**config.mk**
```make
export PLATFORM = sky130hd
export DESIGN_NAME = dmem_arbiter
export DESIGN_NICKNAME = d
export VERILOG_FILES = /design/src/rtl/dmem_defs.sv /design/src/rtl/dmem_arbiter_rr_pick2.sv /design/src/rtl/dmem_arbiter.sv
export SDC_FILE = /design/constraint.sdc
export NUM_CORES = 1
export LEC_CHECK = 0
export CAP_MARGIN = 10
export CORE_MARGIN = 2
export CORE_UTILIZATION = 36
export CTS_CLUSTER_SIZE = 12
export DETAILED_ROUTE_END_ITERATION = 8
export PLACE_DENSITY = 0.8
export SETUP_SLACK_MARGIN = 0.15
export SKIP_CTS_REPAIR_TIMING = 1
export SYNTH_ARGS = -nofsm -noshare
export SYNTH_HDL_FRONTEND = slang
export SYNTH_HIERARCHICAL = 1
export SYNTH_SLANG_ARGS = --single-unit
```
**constraint.sdc**
```tcl
create_clock -name clk -period 2.1 [get_ports clk]
set_input_delay 0.63 -clock clk [delete_from_list [all_inputs] [get_ports clk]]
set_output_delay 0.63 -clock clk [all_outputs]
set_load 0.05 [all_outputs]
```
**src/rtl/dmem_defs.sv**
```systemverilog
// Shared opcodes and FSM state encoding for the data-memory arbiter.
package dmem_defs;

  localparam logic [5:0] OP_LW  = 6'b100011;
  localparam logic [5:0] OP_SW  = 6'b101011;
  localparam logic [5:0] OP_NOP = 6'b000000;

  typedef enum logic [1:0] {
    IDLE  = 2'd0,
    ISSUE = 2'd1,
    DONE  = 2'd2
  } state_t;

endpackage

```
**src/rtl/dmem_arbiter_rr_pick2.sv**
```systemverilog
// Two-way round-robin picker; one port can be masked out so a finishing
// winner cannot immediately re-win against the other port.
module rr_pick2 (
  input  logic req0,
  input  logic req1,
  input  logic last_served,
  input  logic excl_en,
  input  logic excl_idx,
  output logic valid,
  output logic winner
);

  logic r0;
  logic r1;

  always_comb begin
    r0     = req0 & ~(excl_en & ~excl_idx);
    r1     = req1 & ~(excl_en & excl_idx);
    valid  = r0 | r1;
    // On a tie the port that was not served last goes first
    winner = (r0 & r1) ? ~last_served : r1;
  end

endmodule

```
**src/rtl/dmem_arbiter.sv**
```systemverilog
// Round-robin arbiter sharing the single-port data memory between the
// load/store stage (port 0) and the watermark engine (port 1).
module dmem_arbiter
  import dmem_defs::*;
#(
  parameter int DEPTH  = 33,
  parameter int ADDR_W = 32
) (
  input  logic              clk,
  input  logic              rst,
  input  logic              req0,
  input  logic              we0,
  input  logic [ADDR_W-1:0] addr0,
  input  logic [31:0]       wdata0,
  input  logic              req1,
  input  logic              we1,
  input  logic [ADDR_W-1:0] addr1,
  input  logic [31:0]       wdata1,
  output logic              ack0,
  output logic              err0,
  output logic              ack1,
  output logic              err1,
  output logic [31:0]       rdata,
  output logic [5:0]        mem_opcode,
  output logic [ADDR_W-1:0] mem_addr,
  output logic [31:0]       mem_Rt,
  input  logic [31:0]       mem_out
);

  state_t              state_q;
  state_t              state_d;
  logic                last_served_q;
  logic                cur_port_q;
  logic                cur_we_q;
  logic [ADDR_W-1:0]   cur_addr_q;
  logic [31:0]         cur_wdata_q;
  logic [31:0]         rdata_q;
  logic                cur_oor;
  logic                pick_valid;
  logic                pick_winner;
  logic                latch_new;

  rr_pick2 u_pick (
    .req0        (req0),
    .req1        (req1),
    .last_served (last_served_q),
    .excl_en     (state_q == DONE),
    .excl_idx    (cur_port_q),
    .valid       (pick_valid),
    .winner      (pick_winner)
  );

  assign cur_oor   = (cur_addr_q >= ADDR_W'(DEPTH));
  assign latch_new = pick_valid && ((state_q == IDLE) || (state_q == DONE));

  always_ff @(posedge clk) begin
    if (rst) state_q <= IDLE;
    else     state_q <= state_d;
  end

  always_comb begin
    state_d = state_q;
    case (state_q)
      IDLE:    state_d = pick_valid ? ISSUE : IDLE;
      ISSUE:   state_d = DONE;
      DONE:    state_d = pick_valid ? ISSUE : IDLE;
      default: state_d = IDLE;
    endcase
  end

  // Transaction latch; mem_addr/mem_Rt come straight from here so they hold when idle
  always_ff @(posedge clk) begin
    if (rst) begin
      last_served_q <= 1'b1;
      cur_port_q    <= 1'b0;
      cur_we_q      <= 1'b0;
      cur_addr_q    <= '0;
      cur_wdata_q   <= '0;
      rdata_q       <= '0;
    end else begin
      if (latch_new) begin
        cur_port_q  <= pick_winner;
        cur_we_q    <= pick_winner ? we1 : we0;
        cur_addr_q  <= pick_winner ? addr1 : addr0;
        cur_wdata_q <= pick_winner ? wdata1 : wdata0;
      end
      if (state_q == ISSUE) rdata_q <= cur_oor ? 32'd0 : mem_out;
      if (state_q == DONE)  last_served_q <= cur_port_q;
    end
  end

  always_comb begin
    mem_opcode = OP_NOP;
    ack0       = 1'b0;
    ack1       = 1'b0;
    err0       = 1'b0;
    err1       = 1'b0;
    if (state_q == ISSUE && !cur_oor) mem_opcode = cur_we_q ? OP_SW : OP_LW;
    if (state_q == DONE) begin
      ack0 = ~cur_port_q;
      ack1 = cur_port_q;
      err0 = ~cur_port_q & cur_oor;
      err1 = cur_port_q & cur_oor;
    end
  end

  assign mem_addr = cur_addr_q;
  assign mem_Rt   = cur_wdata_q;
  assign rdata    = rdata_q;

endmodule

```
After elaboration in Yosys (flattened, before gate mapping)
Index checks and enable logic that the tools add are counted.
{"block": "totals", "reg_bits": 101, "out_inout_bits": 106}
{"block": "op_classes", "n_lt_le_gt_ge": 1, "eq_ne": 2, "muxes": 13, "bitwise": 12, "reduce_logical": 6}
{"operator": "$mux 32", "count": 3}
{"operator": "$ge 32x6->1 const B", "count": 1}
{"operator": "$and 1x1->1", "count": 7}
{"operator": "$mux 1", "count": 7}
{"operator": "$mux 6", "count": 1}
{"operator": "$mux 4", "count": 1}
{"operator": "$not 1->1", "count": 4}
{"operator": "$pmux 2 s2", "count": 1}
{"operator": "$eq 2x1->1 const B", "count": 1}
{"operator": "$eq 2x2->1 const B", "count": 1}
{"operator": "$logic_and 1x1->1", "count": 2}
{"operator": "$logic_not 2->1", "count": 1}
{"operator": "$reduce_or 2->1", "count": 1}
{"operator": "$logic_not 1->1", "count": 1}
{"operator": "$logic_or 1x1->1", "count": 1}
{"operator": "$or 1x1->1", "count": 1}

Depth between registers and ports, before layout
{"block": "depth", "ltp_word": 7, "ltp_mapped": 11}

Cells and area by module
Netlist, hierarchy kept.
{"mod": "dmem_arbiter", "instances": 1, "cells_per_inst": 402, "area_each_um2": 4112.7, "seq_area_each_um2": 2021.9}
{"mod": "rr_pick2", "instances": 1, "cells_per_inst": 7, "area_each_um2": 36.3, "seq_area_each_um2": 0.0}

Worst setup path after synthesis
No wires, ideal clock.
{"block": "synth_timing", "path_kind": "reg-to-output", "startpoint": "register state_q[0]", "endpoint": "output err0", "t_arrival_ns": 2.364, "t_required_ns": 1.470, "setup_slack_ns": -0.894, "path_stages_with_launch": 4, "path_cell_list": "dfxtp_1 > nand2b_1 > nor2_1 > a21boi_0"}
{"block": "synth_via", "elab_chain_len": 2}
{"item": "start: declaration", "line_no": "dmem_arbiter.sv:30", "source": "state_t state_q;"}
{"item": "start signal: assignment", "line_no": "dmem_arbiter.sv:58", "source": "else state_q <= state_d;"}
{"item": "$eq 2x2->1", "line_no": "dmem_arbiter.sv:99", "source": "if (state_q == DONE) begin"}
{"item": "$mux 1", "line_no": "dmem_arbiter.sv:99"}
{"item": "end: declaration", "line_no": "dmem_arbiter.sv:20", "source": "output logic err0,"}
No other way between the ends.

Worst setup path after layout
{"block": "layout_timing", "startpoint": "register cur_addr_q[1], in the netlist mem_addr[1]", "endpoint": "output mem_opcode[3]"}
{"block": "layout_via", "elab_chain_len": 4}
{"item": "start: declaration", "line_no": "dmem_arbiter.sv:35", "source": "logic [ADDR_W-1:0] cur_addr_q;"}
{"item": "start signal: assignment", "line_no": "dmem_arbiter.sv:84", "source": "cur_addr_q <= pick_winner ? addr1 : addr0;"}
{"item": "$ge 32x6->1", "line_no": "dmem_arbiter.sv:53", "source": "assign cur_oor = (cur_addr_q >= ADDR_W'(DEPTH));"}
{"item": "$logic_not 1->1", "line_no": "dmem_arbiter.sv:98", "source": "if (state_q == ISSUE && !cur_oor) mem_opcode = cur_we_q ? OP_SW : OP_LW;"}
{"item": "$logic_and 1x1->1", "line_no": "dmem_arbiter.sv:98"}
{"item": "$mux 6", "line_no": "dmem_arbiter.sv:98"}
{"item": "end: declaration", "line_no": "dmem_arbiter.sv:24", "source": "output logic [5:0] mem_opcode,"}
No other way between the ends.

==> flow_metrics.env <==
export IMPL_status="finished, violations left"
export IMPL_failed_checks="setup timing"
export IMPL_setup_ws_ns=-0.428
export IMPL_drc=0
export IMPL_synth_most_common_cell="dfxtp_1"
export IMPL_hold_start="rdata[11]"
export IMPL_netlist_instances=409
export IMPL_timing_rr_end="rdata[7]"
export IMPL_worstMarginPinSlew_ns=0.734
export IMPL_cp_max_fo=4
export IMPL_grt_pass1_wl_um=21000
export IMPL_gr_total_overflow=0
export IMPL_vias_per_cell=4.95
export IMPL_leakagePower_nw=3.56
export IMPL_synth_area_per_cell_um2=10.1
export IMPL_die_area_um2=12400
export IMPL_synth_cell_type_count=28
export IMPL_coreArea_um2=11300
export IMPL_slew_viol_final=0
export IMPL_holdPathEnd="rdata[11]"
export IMPL_reg2reg_from="mem_addr[1]"
export IMPL_wl_per_cell_um=16.3
export IMPL_finalSetupViolCount=6
export IMPL_syn_area_um2=4150
export IMPL_place_inst=829
export IMPL_synth_async_reset_ratio=0
export IMPL_synth_top_area_share=0.487
export IMPL_via_count=4214
export IMPL_required_ns=1.47
export IMPL_clockRootBuffer="clkbuf_16"
export IMPL_cts_sinks=101
export IMPL_ys_ff_latch=101
export IMPL_final_nets=869
export IMPL_yosys_top_cells_count="dfxtp_1 (101), nor2_1 (72), mux2i_1 (66), a211oi_1 (65), a22o_1 (32)"
export IMPL_synth_area_leaders="dfxtp_1 (49%), mux2i_1 (16%), a211oi_1 (12%), a22o_1 (6.8%), nor2_1 (6.5%)"
export IMPL_finClkSkew_ns=0.00602
export IMPL_drtIter0Drc=237
export IMPL_worstPathArrival_ns=1.90
export IMPL_rr_worst_depth=6
export IMPL_antenna_found_initial=0
export IMPL_areaGrowthSynthToFinish_pct=85.5
export IMPL_final_hold_viol_count=0
export IMPL_cts_tree="built"
export IMPL_p_per_area_nw_per_um2=740
export IMPL_grt_max_degree=69
export IMPL_period_needed_ns=2.53
export IMPL_slew_limit_headroom=0.510
export IMPL_setup_worst_path_class="register to output pin"
export IMPL_clk_latency_ns=0.34
export IMPL_dp_hpwl_um=10600
export IMPL_holdWs_ns=0.477
export IMPL_cts_buffers=9
export IMPL_final_cell_count_no_fill=851
export IMPL_routed_wl_um=13800
export IMPL_io_buffers=269
export IMPL_first_global_vias=4275
export IMPL_hp_class="register to register"
export IMPL_io_pins=272
export IMPL_place_congestion=0.814
export IMPL_layout_drive_gt1_share=0.267
export IMPL_synth_edf_count=0
export IMPL_place_ws_ns=-0.151
export IMPL_row_count=39
export IMPL_path_clk_slew_ns=0.07
export IMPL_rrSetupSlack_ns=0.13
export IMPL_end_kind="output pin"
export IMPL_insertedDiodeCount=0
export IMPL_ys_flop_type="dfxtp_1"
export IMPL_dr_pass1_iters=4
export IMPL_seq_area_frac_synth=0.487
export IMPL_crit_path_start_kind="register"
export IMPL_track_usage=0.210
export IMPL_final_util=0.680
export IMPL_ant_nets=0
export IMPL_yosys_warnings=6
export IMPL_synth_top_cell_by_area="dfxtp_1"
export IMPL_grt_setup_unrepaired="true"
export IMPL_post_route_period_util=1.20
export IMPL_cts_buffer_depth=2
export IMPL_max_freq_ghz=0.395
export IMPL_die_h_um=111
export IMPL_maxCapViolCount=0
export IMPL_die_w_um=111
export IMPL_fillers=865
export IMPL_ir_drop_mv=0.429
export IMPL_initial_core_util=0.366
export IMPL_whs_path_depth=1
export IMPL_htree_num_levels=3
-- flip-flops by register name (all words and copies together) (netlist names) --
signal / flops
mem_Rt: 32
state_q: 2
cur_port_q: 1
last_served_q: 1
mem_addr: 32
rdata: 32
cur_we_q: 1
-- worst max-delay path, cell delays in order (launching register included) --
cell,delay (ns)
dfxtp_4,0.35
or4_4,0.54
o21ai_4,0.24
and4_2,0.29
buf_12,0.14
-- stage by stage --
stage,power (W),cell area [um^2],TNS (ns)
after floorplan,0.00310,4200,-0.417
after global placement,0.00386,7160,-3.27
after detailed placement,0.00390,7160,-6.50
after CTS,0.00570,7480,-3.40
after global routing,0.00595,7700,-2.74
final,0.00570,7700,-2.47
-- worst max-delay path by stage --
stage / startpoint / end / slack, ns / cells past startpoint
floorplan: mem_addr[1] / mem_opcode[1] / -0.16 / 4
global placement: mem_addr[31] / mem_opcode[3] / -0.14 / 5
detailed placement: mem_addr[11] / mem_opcode[5] / -0.15 / 5
CTS: mem_addr[11] / mem_opcode[5] / -0.52 / 5
global route: mem_addr[1] / mem_opcode[5] / -0.47 / 4
finish: mem_addr[1] / mem_opcode[3] / -0.43 / 4
-- logic make-up after synthesis --
group / after synthesis / synth area share
AO/OA/AOI/OAI: 103 / 0.197
flip-flops: 101 / 0.487
AND/OR/NAND/NOR: 94 / 0.0998
multiplexers: 66 / 0.159
buffers and inverters: 44 / 0.0558
other: 1 / 0.000904
-- cell type report --
cell class	count	area (um^2)	share of cell area
inverter	2	7.51	0.000975
multi-input combinational	265	1970	0.257
tap	143	179	0.0232
timing repair buffer	324	3170	0.412
clock buffer	9	225	0.0293
clock inverter	7	96.3	0.0125
sequential	101	2040	0.265
-- power by group --
group | internal, W | switching, W | leakage [nW]
Sequential | 0.00206 | 0.0000943 | 0.835
Clock | 0.00105 | 0.000743 | 0.157
Combinational | 0.000799 | 0.000948 | 2.56
Total | 0.00391 | 0.00178 | 3.56
-- placed cells by master, fill, tap and decap left out, types with 2 or more instances in the layout --
cell,instances
inv_2,2
a211oi_2,2
dfxtp_2,9
dfxtp_1,90
a211oi_1,63
conb_1,2
nand2_1,3
buf_12,13
inv_6,2
nor2_2,2
mux2i_1,66
a21oi_1,2
a22o_1,32
dlymetal6s2s_1,20
dfxtp_4,2
nor4_2,2
nor2_1,69
bufinv_16,2
buf_4,123
clkdlybuf4s50_1,162
nor2b_1,2
nor4_1,4
clkbuf_16,12
-- layer usage --
| layer | routed length [um] | vias to the layer above | share of wire | GRT usage |
|---|---|---|---|---|
| li1 | - | 2086 | - | - |
| met1 | 5610 | 1927 | 0.41 | 0.245 |
| met2 | 7110 | 181 | 0.51 | 0.382 |
| met3 | 876 | 20 | 0.063 | 0.0452 |
| met4 | 247 | 0 | 0.018 | 0.0724 |
| met5 | 0 | - | 0 | 0 |
Note: power is estimated with default switching activity, not from simulation.
